<file path="src/rtl/fifo_rd_pkg.sv">
// fifo_rd_pkg: shared state encoding, default sizing and width helpers for the FIFO read prefetcher
package fifo_rd_pkg;

    typedef enum logic {
        RUN   = 1'b0,
        FLUSH = 1'b1
    } state_t;

    localparam int RD_LAT_DEF = 2;
    localparam int DEPTH_DEF  = 4;

    function automatic int cnt_w(input int n);
        return $clog2(n + 1);
    endfunction

    function automatic int ptr_w(input int n);
        return (n > 1) ? $clog2(n) : 1;
    endfunction

endpackage

</file>
<file path="src/rtl/fifo_rd_buf.sv">
// fifo_rd_buf: circular prefetch buffer with tail write, head advance and synchronous clear (non power-of-2 depth allowed)
module fifo_rd_buf
    import fifo_rd_pkg::*;
#(
    parameter int WIDTH = 32,
    parameter int DEPTH = DEPTH_DEF
) (
    input  logic                    rclk,
    input  logic                    rst_n,
    input  logic                    clr,
    input  logic                    wr_en,
    input  logic [WIDTH-1:0]        wr_data,
    input  logic                    rd_en,
    output logic [WIDTH-1:0]        rd_data,
    output logic [cnt_w(DEPTH)-1:0] cnt
);

    localparam int PW = ptr_w(DEPTH);
    localparam int CW = cnt_w(DEPTH);

    logic [PW-1:0]    head_q, head_d, tail_q, tail_d;
    logic [CW-1:0]    cnt_q, cnt_d;
    logic [WIDTH-1:0] mem_q [DEPTH];
    logic [WIDTH-1:0] mem_d [DEPTH];

    function automatic logic [PW-1:0] nxt(input logic [PW-1:0] p);
        return (p == PW'(DEPTH - 1)) ? '0 : p + 1'b1;
    endfunction

    // clear wins over any write or advance on the same edge
    always_comb begin
        head_d = head_q;
        tail_d = tail_q;
        cnt_d  = cnt_q;
        mem_d  = mem_q;
        if (clr) begin
            head_d = '0;
            tail_d = '0;
            cnt_d  = '0;
        end else begin
            if (wr_en) begin
                mem_d[tail_q] = wr_data;
                tail_d        = nxt(tail_q);
            end
            if (rd_en) head_d = nxt(head_q);
            cnt_d = cnt_q + CW'(wr_en) - CW'(rd_en);
        end
    end

    // buffer state registers
    always_ff @(posedge rclk or negedge rst_n) begin
        if (!rst_n) begin
            head_q <= '0;
            tail_q <= '0;
            cnt_q  <= '0;
            mem_q  <= '{default: '0};
        end else begin
            head_q <= head_d;
            tail_q <= tail_d;
            cnt_q  <= cnt_d;
            mem_q  <= mem_d;
        end
    end

    assign rd_data = mem_q[head_q];
    assign cnt     = cnt_q;

endmodule

</file>
<file path="src/rtl/fifo_rd_prefetch.sv">
// fifo_rd_prefetch: pops a fixed-latency dual-clock FIFO into a prefetch buffer and streams it out; optional FIFO_RD_STATS_EN adds word/stall counters
module fifo_rd_prefetch
    import fifo_rd_pkg::*;
#(
    parameter int WIDTH  = 32,
    parameter int RD_LAT = RD_LAT_DEF,
    parameter int DEPTH  = DEPTH_DEF
) (
    input  logic                    rclk,
    input  logic                    rst_n,
    input  logic                    rempty,
    output logic                    rinc,
    input  logic [WIDTH-1:0]        rdata,
    output logic                    out_valid,
    input  logic                    out_ready,
    output logic [WIDTH-1:0]        out_data,
    input  logic                    flush,
    output logic                    flush_done,
    output logic [cnt_w(DEPTH)-1:0] level
`ifdef FIFO_RD_STATS_EN
    ,
    output logic [15:0]             word_cnt,
    output logic [15:0]             stall_cnt
`endif
);

    localparam int OW = cnt_w(DEPTH + RD_LAT);

    state_t            state_q, state_d;
    logic [RD_LAT-1:0] vld_q, vld_d;
    logic              flush_done_q, flush_done_d;
    logic [OW-1:0]     occ;
    logic              clr, wr_en, hs;

    // credit check counts in-flight pops so the buffer can never overflow; rinc held low in reset
    always_comb begin
        occ = OW'(level);
        for (int i = 0; i < RD_LAT; i++) occ = occ + OW'(vld_q[i]);
        rinc  = rst_n & (state_q == RUN) & ~rempty & (occ < OW'(DEPTH));
        vld_d = (vld_q << 1) | RD_LAT'(rinc);
    end

    // RUN takes a flush and clears the buffer; FLUSH waits for the pipe to drain
    always_comb begin
        state_d      = state_q;
        flush_done_d = 1'b0;
        clr          = 1'b0;
        if (state_q == RUN) begin
            if (flush) begin
                state_d = FLUSH;
                clr     = 1'b1;
            end
        end else if (vld_q == '0) begin
            state_d      = RUN;
            flush_done_d = 1'b1;
        end
        out_valid = (level != '0) & (state_q == RUN);
        hs        = out_valid & out_ready;
        wr_en     = vld_q[RD_LAT-1] & (state_q == RUN);
    end

    // FSM, in-flight pipe and completion pulse registers
    always_ff @(posedge rclk or negedge rst_n) begin
        if (!rst_n) begin
            state_q      <= RUN;
            vld_q        <= '0;
            flush_done_q <= 1'b0;
        end else begin
            state_q      <= state_d;
            vld_q        <= vld_d;
            flush_done_q <= flush_done_d;
        end
    end

    assign flush_done = flush_done_q;

    fifo_rd_buf #(
        .WIDTH(WIDTH),
        .DEPTH(DEPTH)
    ) u_buf (
        .rclk    (rclk),
        .rst_n   (rst_n),
        .clr     (clr),
        .wr_en   (wr_en),
        .wr_data (rdata),
        .rd_en   (hs),
        .rd_data (out_data),
        .cnt     (level)
    );

`ifdef FIFO_RD_STATS_EN
    logic [15:0] word_cnt_q, word_cnt_d, stall_cnt_q, stall_cnt_d;

    // saturating counters, zeroed on the edge that produces flush_done
    always_comb begin
        word_cnt_d  = flush_done_d ? '0 : word_cnt_q + 16'(hs & (word_cnt_q != 16'hFFFF));
        stall_cnt_d = flush_done_d ? '0 :
                      stall_cnt_q + 16'(out_valid & ~out_ready & (stall_cnt_q != 16'hFFFF));
    end

    // statistics registers
    always_ff @(posedge rclk or negedge rst_n) begin
        if (!rst_n) begin
            word_cnt_q  <= '0;
            stall_cnt_q <= '0;
        end else begin
            word_cnt_q  <= word_cnt_d;
            stall_cnt_q <= stall_cnt_d;
        end
    end

    assign word_cnt  = word_cnt_q;
    assign stall_cnt = stall_cnt_q;
`endif

endmodule

</file>
<file path="config.mk">
export PLATFORM = sky130hd
export DESIGN_NAME = fifo_rd_prefetch
export DESIGN_NICKNAME = d
export VERILOG_FILES = /design/src/rtl/fifo_rd_pkg.sv /design/src/rtl/fifo_rd_buf.sv /design/src/rtl/fifo_rd_prefetch.sv
export SDC_FILE = /design/constraint.sdc
export NUM_CORES = 1
export LEC_CHECK = 0
export ABC_AREA = 1
export CORE_UTILIZATION = 50
export DETAILED_ROUTE_END_ITERATION = 6
export PLACE_DENSITY = 0.73
export SYNTH_ARGS = -nofsm -noshare
export SYNTH_HDL_FRONTEND = slang
export SYNTH_SLANG_ARGS = --single-unit
</file>
<file path="constraint.sdc">
create_clock -name rclk -period 4.4 [get_ports rclk]
set_input_delay 1.32 -clock rclk [delete_from_list [all_inputs] [get_ports rclk]]
set_output_delay 1.32 -clock rclk [all_outputs]
set_load 0.01 [all_outputs]
</file>
# Yosys cells after proc, flatten, opt, wreduce, memory -nomap -nowiden
# Cells that the tools add are included.
[classes]
n_eq_ne = 2
muxes = 19
n_lt_le_gt_ge = 4
addsub = 6
n_bitwise = 12
reduce_logical = 6
[op_table]
columns = ["cell", "count"]
rows = [
  ["$bwmux W128", 1],
  ["$mux W32", 3],
  ["$bmux W32 S2", 1],
  ["$demux W32 S2", 1],
  ["$mux W2", 6],
  ["$add A3 B1 Y3", 3],
  ["$and A1 B1 Y1", 6],
  ["$ge A3 B3 Y1 const B", 2],
  ["$mux W1", 6],
  ["$not A2 Y3", 2],
  ["$add A2 B1 Y2 const B", 2],
  ["$eq A2 B2 Y1 const B", 2],
  ["$reduce_bool A2 Y1", 2],
  ["$lt A3 B1 Y1 const B", 1],
  ["$lt A3 B3 Y1 const B", 1],
  ["$mux W3", 1],
  ["$not A1 Y1", 3],
  ["$reduce_bool A3 Y1", 1],
  ["$sub A3 B1 Y3", 1],
  ["$logic_not A2 Y1", 1],
  ["$or A2 B1 Y2", 1],
  ["$reduce_and A2 Y1", 1],
  ["$logic_and A1 B1 Y1", 1],
]
[word_totals]
in_bits = 37
ff_bits = 139
out_inout_bits = 38
word_cells = 59

# Depth between registers and ports, before layout
# Gate-level depths: netlist of the first run.
[depth]
ltp_word = 6
ltp_mapped = 10
mapped_depth_nobuf = 10

# Hierarchy
# From an unflattened synthesis of the first run, not the netlist that was laid out.
[unflattened]
cells_unflattened = 761
area_unflattened_um2 = 6636.4
[by_module_without_submodules]
columns = ["module", "area_per_inst_um2", "instances", "cells_per_inst", "seq_area_each_um2"]
rows = [
  ["fifo_rd_buf", 6429.9, 1, 735, 3378.2],
  ["fifo_rd_prefetch", 206.4, 1, 26, 100.1],
]

# Worst setup path before layout of the first run
# No wires, ideal clock.
[synth_path]
kind = "input port to output port"
startpoint = "input port rempty"
endpoint = "output port rinc"
required_time_ns = 3.080
t_arrival_ns = 1.653
setup_slack_ns = 1.427
path_buffers = 0
path_stages = 3
cell_sequence = "nor2_1 -> nand3_1 -> nor2_1"
[synth_between]
elab_chain_cells = 3
[synth_rtl]
columns = ["element", "line_no", "rtl"]
rows = [
  ["start: declaration", "fifo_rd_prefetch.sv:11", "input logic rempty,"],
  ["$not A1 Y1", "fifo_rd_prefetch.sv:39", "rinc = rst_n & (state_q == RUN) & ~rempty & (occ < OW'(DEPTH));"],
  ["$and A1 B1 Y1 (2 in a row)", "fifo_rd_prefetch.sv:39", ""],
  ["end: declaration", "fifo_rd_prefetch.sv:12", "output logic rinc,"],
]
# Every way passes these cells.

# Worst setup path after layout of the first run
[layout_path]
startpoint = "register u_buf.head_q[0]"
endpoint = "output port out_data[12]"
[layout_between]
elab_chain_cells = 4
[layout_rtl]
columns = ["element", "line_no", "rtl"]
rows = [
  ["start: declaration", "fifo_rd_buf.sv:21", "logic [PW-1:0] head_q, head_d, tail_q, tail_d;"],
  ["start signal: assignment", "fifo_rd_buf.sv:53", "head_q <= '0;"],
  ["start signal: assignment", "fifo_rd_buf.sv:58", "head_q <= head_d;"],
  ["$not A2 Y3 (not written as such)", "fifo_rd_buf.sv:65", "assign rd_data = mem_q[head_q];"],
  ["$bmux W32 S2", "fifo_rd_buf.sv:65", ""],
  ["$mux W32 (not written as such) (2 in a row)", "fifo_rd_buf.sv:65", ""],
  ["end: declaration", "fifo_rd_prefetch.sv:16", "output logic [WIDTH-1:0] out_data,"],
]
# Every way passes these cells. The select of a mux whose other input is x is not followed.

==> results of run 1 <==
worst max-delay path: stages, from the launching register on:
cell and delay (ns):
dfrtp_2 0.63, inv_2 0.45, buf_12 0.27, o21ai_0 0.11, o22ai_1 0.21, clkdlybuf4s50_1 0.59
cell type report:
type                            instances  area, um2  share of cell area, %
Multi-Input combinational cell        468       2350                   30.7
Clock inverter                         11        168                   2.19
Clock buffer                           21        460                   6.01
Sequential cell                       139       3480                   45.4
Tap cell                              168        210                   2.74
Inverter                               49        184                   2.40
Timing Repair Buffer                   80        812                   10.6
metrics by stage:
| step | std cells | total power, mW | hold slack (ns) | instance area (um2) |
|---|---|---|---|---|
| after floorplan | 699 | 2.71 | 0.375 | 6360 |
| after global placement | 904 | 3.46 | 0.384 | 7040 |
| after detailed placement | 904 | 3.52 | 0.399 | 7040 |
| after CTS | 936 | 5.04 | 0.413 | 7660 |
| after global routing | 936 | 5.32 | 0.431 | 7660 |
| final | 936 | 5.02 | 0.415 | 7660 |
registers in the layout, indices dropped and copies added, names as in the netlist:
| register | flops |
|---|---|
| flush_done | 1 |
| vld_q | 2 |
| state_q | 1 |
| u_buf.cnt | 3 |
| u_buf.tail_q | 2 |
| u_buf.mem_q | 128 |
| u_buf.head_q | 2 |
kinds of logic after synthesis:
family                   count (synthesis)
buffers and inverters                   92
AO/OA/AOI/OAI                          228
XOR/XNOR                                 1
AND/OR/NAND/NOR                        230
flip-flops                             139
adder cells (fa/ha/maj)                  9
final timing paths:
check	from	end	slack, ns
hold reg to reg	vld_q[0]$_DFF_PN0_	vld_q[1]$_DFF_PN0_	0.42
setup reg to reg	u_buf.cnt[2]$_DFF_PN0_	u_buf.cnt[2]$_DFF_PN0_	2.34
max in group asynchronous	rst_n	u_buf.head_q[0]$_DFFE_PN0P_	2.79
setup / recovery	u_buf.head_q[0]$_DFFE_PN0P_	out_data[12]	0.35
hold / removal	vld_q[0]$_DFF_PN0_	vld_q[1]$_DFF_PN0_	0.42
min in group asynchronous	rst_n	u_buf.mem_q[39]$_DFFE_PN0P_	1.00
metal layers:
metal / track usage (%) / part of all wire (%)
met4: 8.05 / 0.97
met2: 39.0 / 49
met3: 5.43 / 4.2
met1: 30.1 / 46
met5: 0 / 0
power breakdown:
part | internal (mW) | total (mW) | switching [mW]
Clock | 0.977 | 1.51 | 0.529
Combinational | 0.850 | 1.80 | 0.946
Sequential | 1.53 | 1.72 | 0.189
Total | 3.36 | 5.02 | 1.66
Yosys cell counts:
library cell	number	area share (%)
nor2_8	1	0.31
a21oi_1	2	0.16
buf_6	23	4.1
inv_1	47	2.8
o21ai_2	30	4.1
nand2_4	5	0.88
o21ai_1	98	7.7
o22ai_1	32	3.1
o21ai_0	66	5.2
clkbuf_8	1	0.22
buf_2	5	0.39
nor2_1	73	4.3
dfrtp_1	139	55
clkbuf_1	14	0.83
xnor2_1	1	0.14
inv_2	2	0.12
nor3_1	2	0.16
nand3_1	4	0.31
ha_1	8	1.6
nand2_1	144	8.5
fa_1	1	0.31
nor2_2	1	0.098
==> flow_metrics.tcl, run 1 <==
set metrics [dict create \
    synth_cells 699 \
    outcome "finished clean" \
    synth_top_family_by_area "compound AO/OA/AOI/OAI gates" \
    tns_ns 0 \
    rsz0062_at_grt "no" \
    min_path_type "reg2reg" \
    setup_viol 0 \
    mostFrequentLayoutCell "nand2_1" \
    drt_first_pass_iters 5 \
    area_delta_synth_final_pct 20.5 \
    die_h_um 115 \
    clock_latency_ns 0.42 \
    relSlewSlack_pct 46.5 \
    netlist_area_um2 6360 \
    worst_setup_path_start_kind "flip-flop" \
    worstPathRequired_ns 3.08 \
    worstMarginPinSlew_ns 0.803 \
    ir_drop_mv 0.340 \
    portBuffers 74 \
    cap_violations 0 \
    wl_um 14200 \
    crit_fanout 42 \
    synth_nets 745 \
    finalCritPeriodShare_pct 92.0 \
    hold_viol 0 \
    root_buffer "clkbuf_16" \
    drc 0 \
    ios 75 \
    cts_setup_buffers 0 \
    cts_htree_levels 4 \
    cts-resized-gates 0 \
    coreArea_um2 12200 \
    clk_pin_slew_worst_paths_ns 0.06 \
    dp_slack_ns 0.473 \
    synth-warning-count 0 \
    wire_per_inst_um 15.2 \
    place_congestion 0.763 \
    power_density_nw_per_um2 655 \
    row_count 40 \
    finalCriticalPeriod_ns 4.05 \
    critPathArrivalTime_ns 2.73 \
    min_path_cells 0 \
    via_per_inst 5.38 \
    die_x_um 115 \
    diodes 0 \
    cts.path.max_buffers 2 \
    num-fill-cells 1015 \
    clock-sinks 139 \
    finalClockSkew_ns 0.00662 \
    final_core_util_pct 62.8 \
    ff2ff_path_depth 10 \
    ys_seq_area_share_pct 54.7 \
    cts_hold_buf 0 \
    ant_nets 0 \
    synth_compound_area_share_pct 20.3 \
    initial_core_util_pct 52.1 \
    path_class "reg2out" \
    leakage_nw 3.63 \
    synth_cell_type_count 22 \
    mostFrequentLayoutCells "nand2_1, dfrtp_1, o21ai_1" \
    grt_pass1_wl_um 23600 \
    finalNetCount 801 \
    cts_tree "done" \
    grt_max_degree 140 \
    dieArea_um2 13200 \
    gr-total-overflow 0 \
    dpl.hpwl_um 8130 \
    fmax_mhz 247 \
    yosys.area_share.simple_pct 14.6 \
    setup_slack_ns 0.353 \
    synth.mux.area_fraction_pct 0 \
    drt_iter0_drc 382 \
    vias 5039 \
    synth_adder_area_share_pct 1.89 \
    drive_gt1_share_pct 10.0 \
    grt_usage_pct 23.3 \
    numCtsBuffers 17 \
    syn_area_per_cell_um2 9.10 \
    synthXorXnorAreaFrac_pct 0.138 \
    antenna_found_initial 0 \
    slew_viol_final 0 \
    grt_pass1_vias 4963 \
    endpoint_kind "output port" \
    synth_seq_cells 139 \
]
Power figures use the tool's default switching activity.
==> run 2: changes to the inputs <==
ABC_CLOCK_PERIOD_IN_PS = 4400   (was unset)
==> results of run 2 <==
No change in the layout: final DEF, timing and power equal those of run 1.
==> run 3: changes to the inputs <==
TNS_END_PERCENT = 50   (was unset)
==> results of run 3 <==
No change in the layout: final DEF, timing and power equal those of run 1.
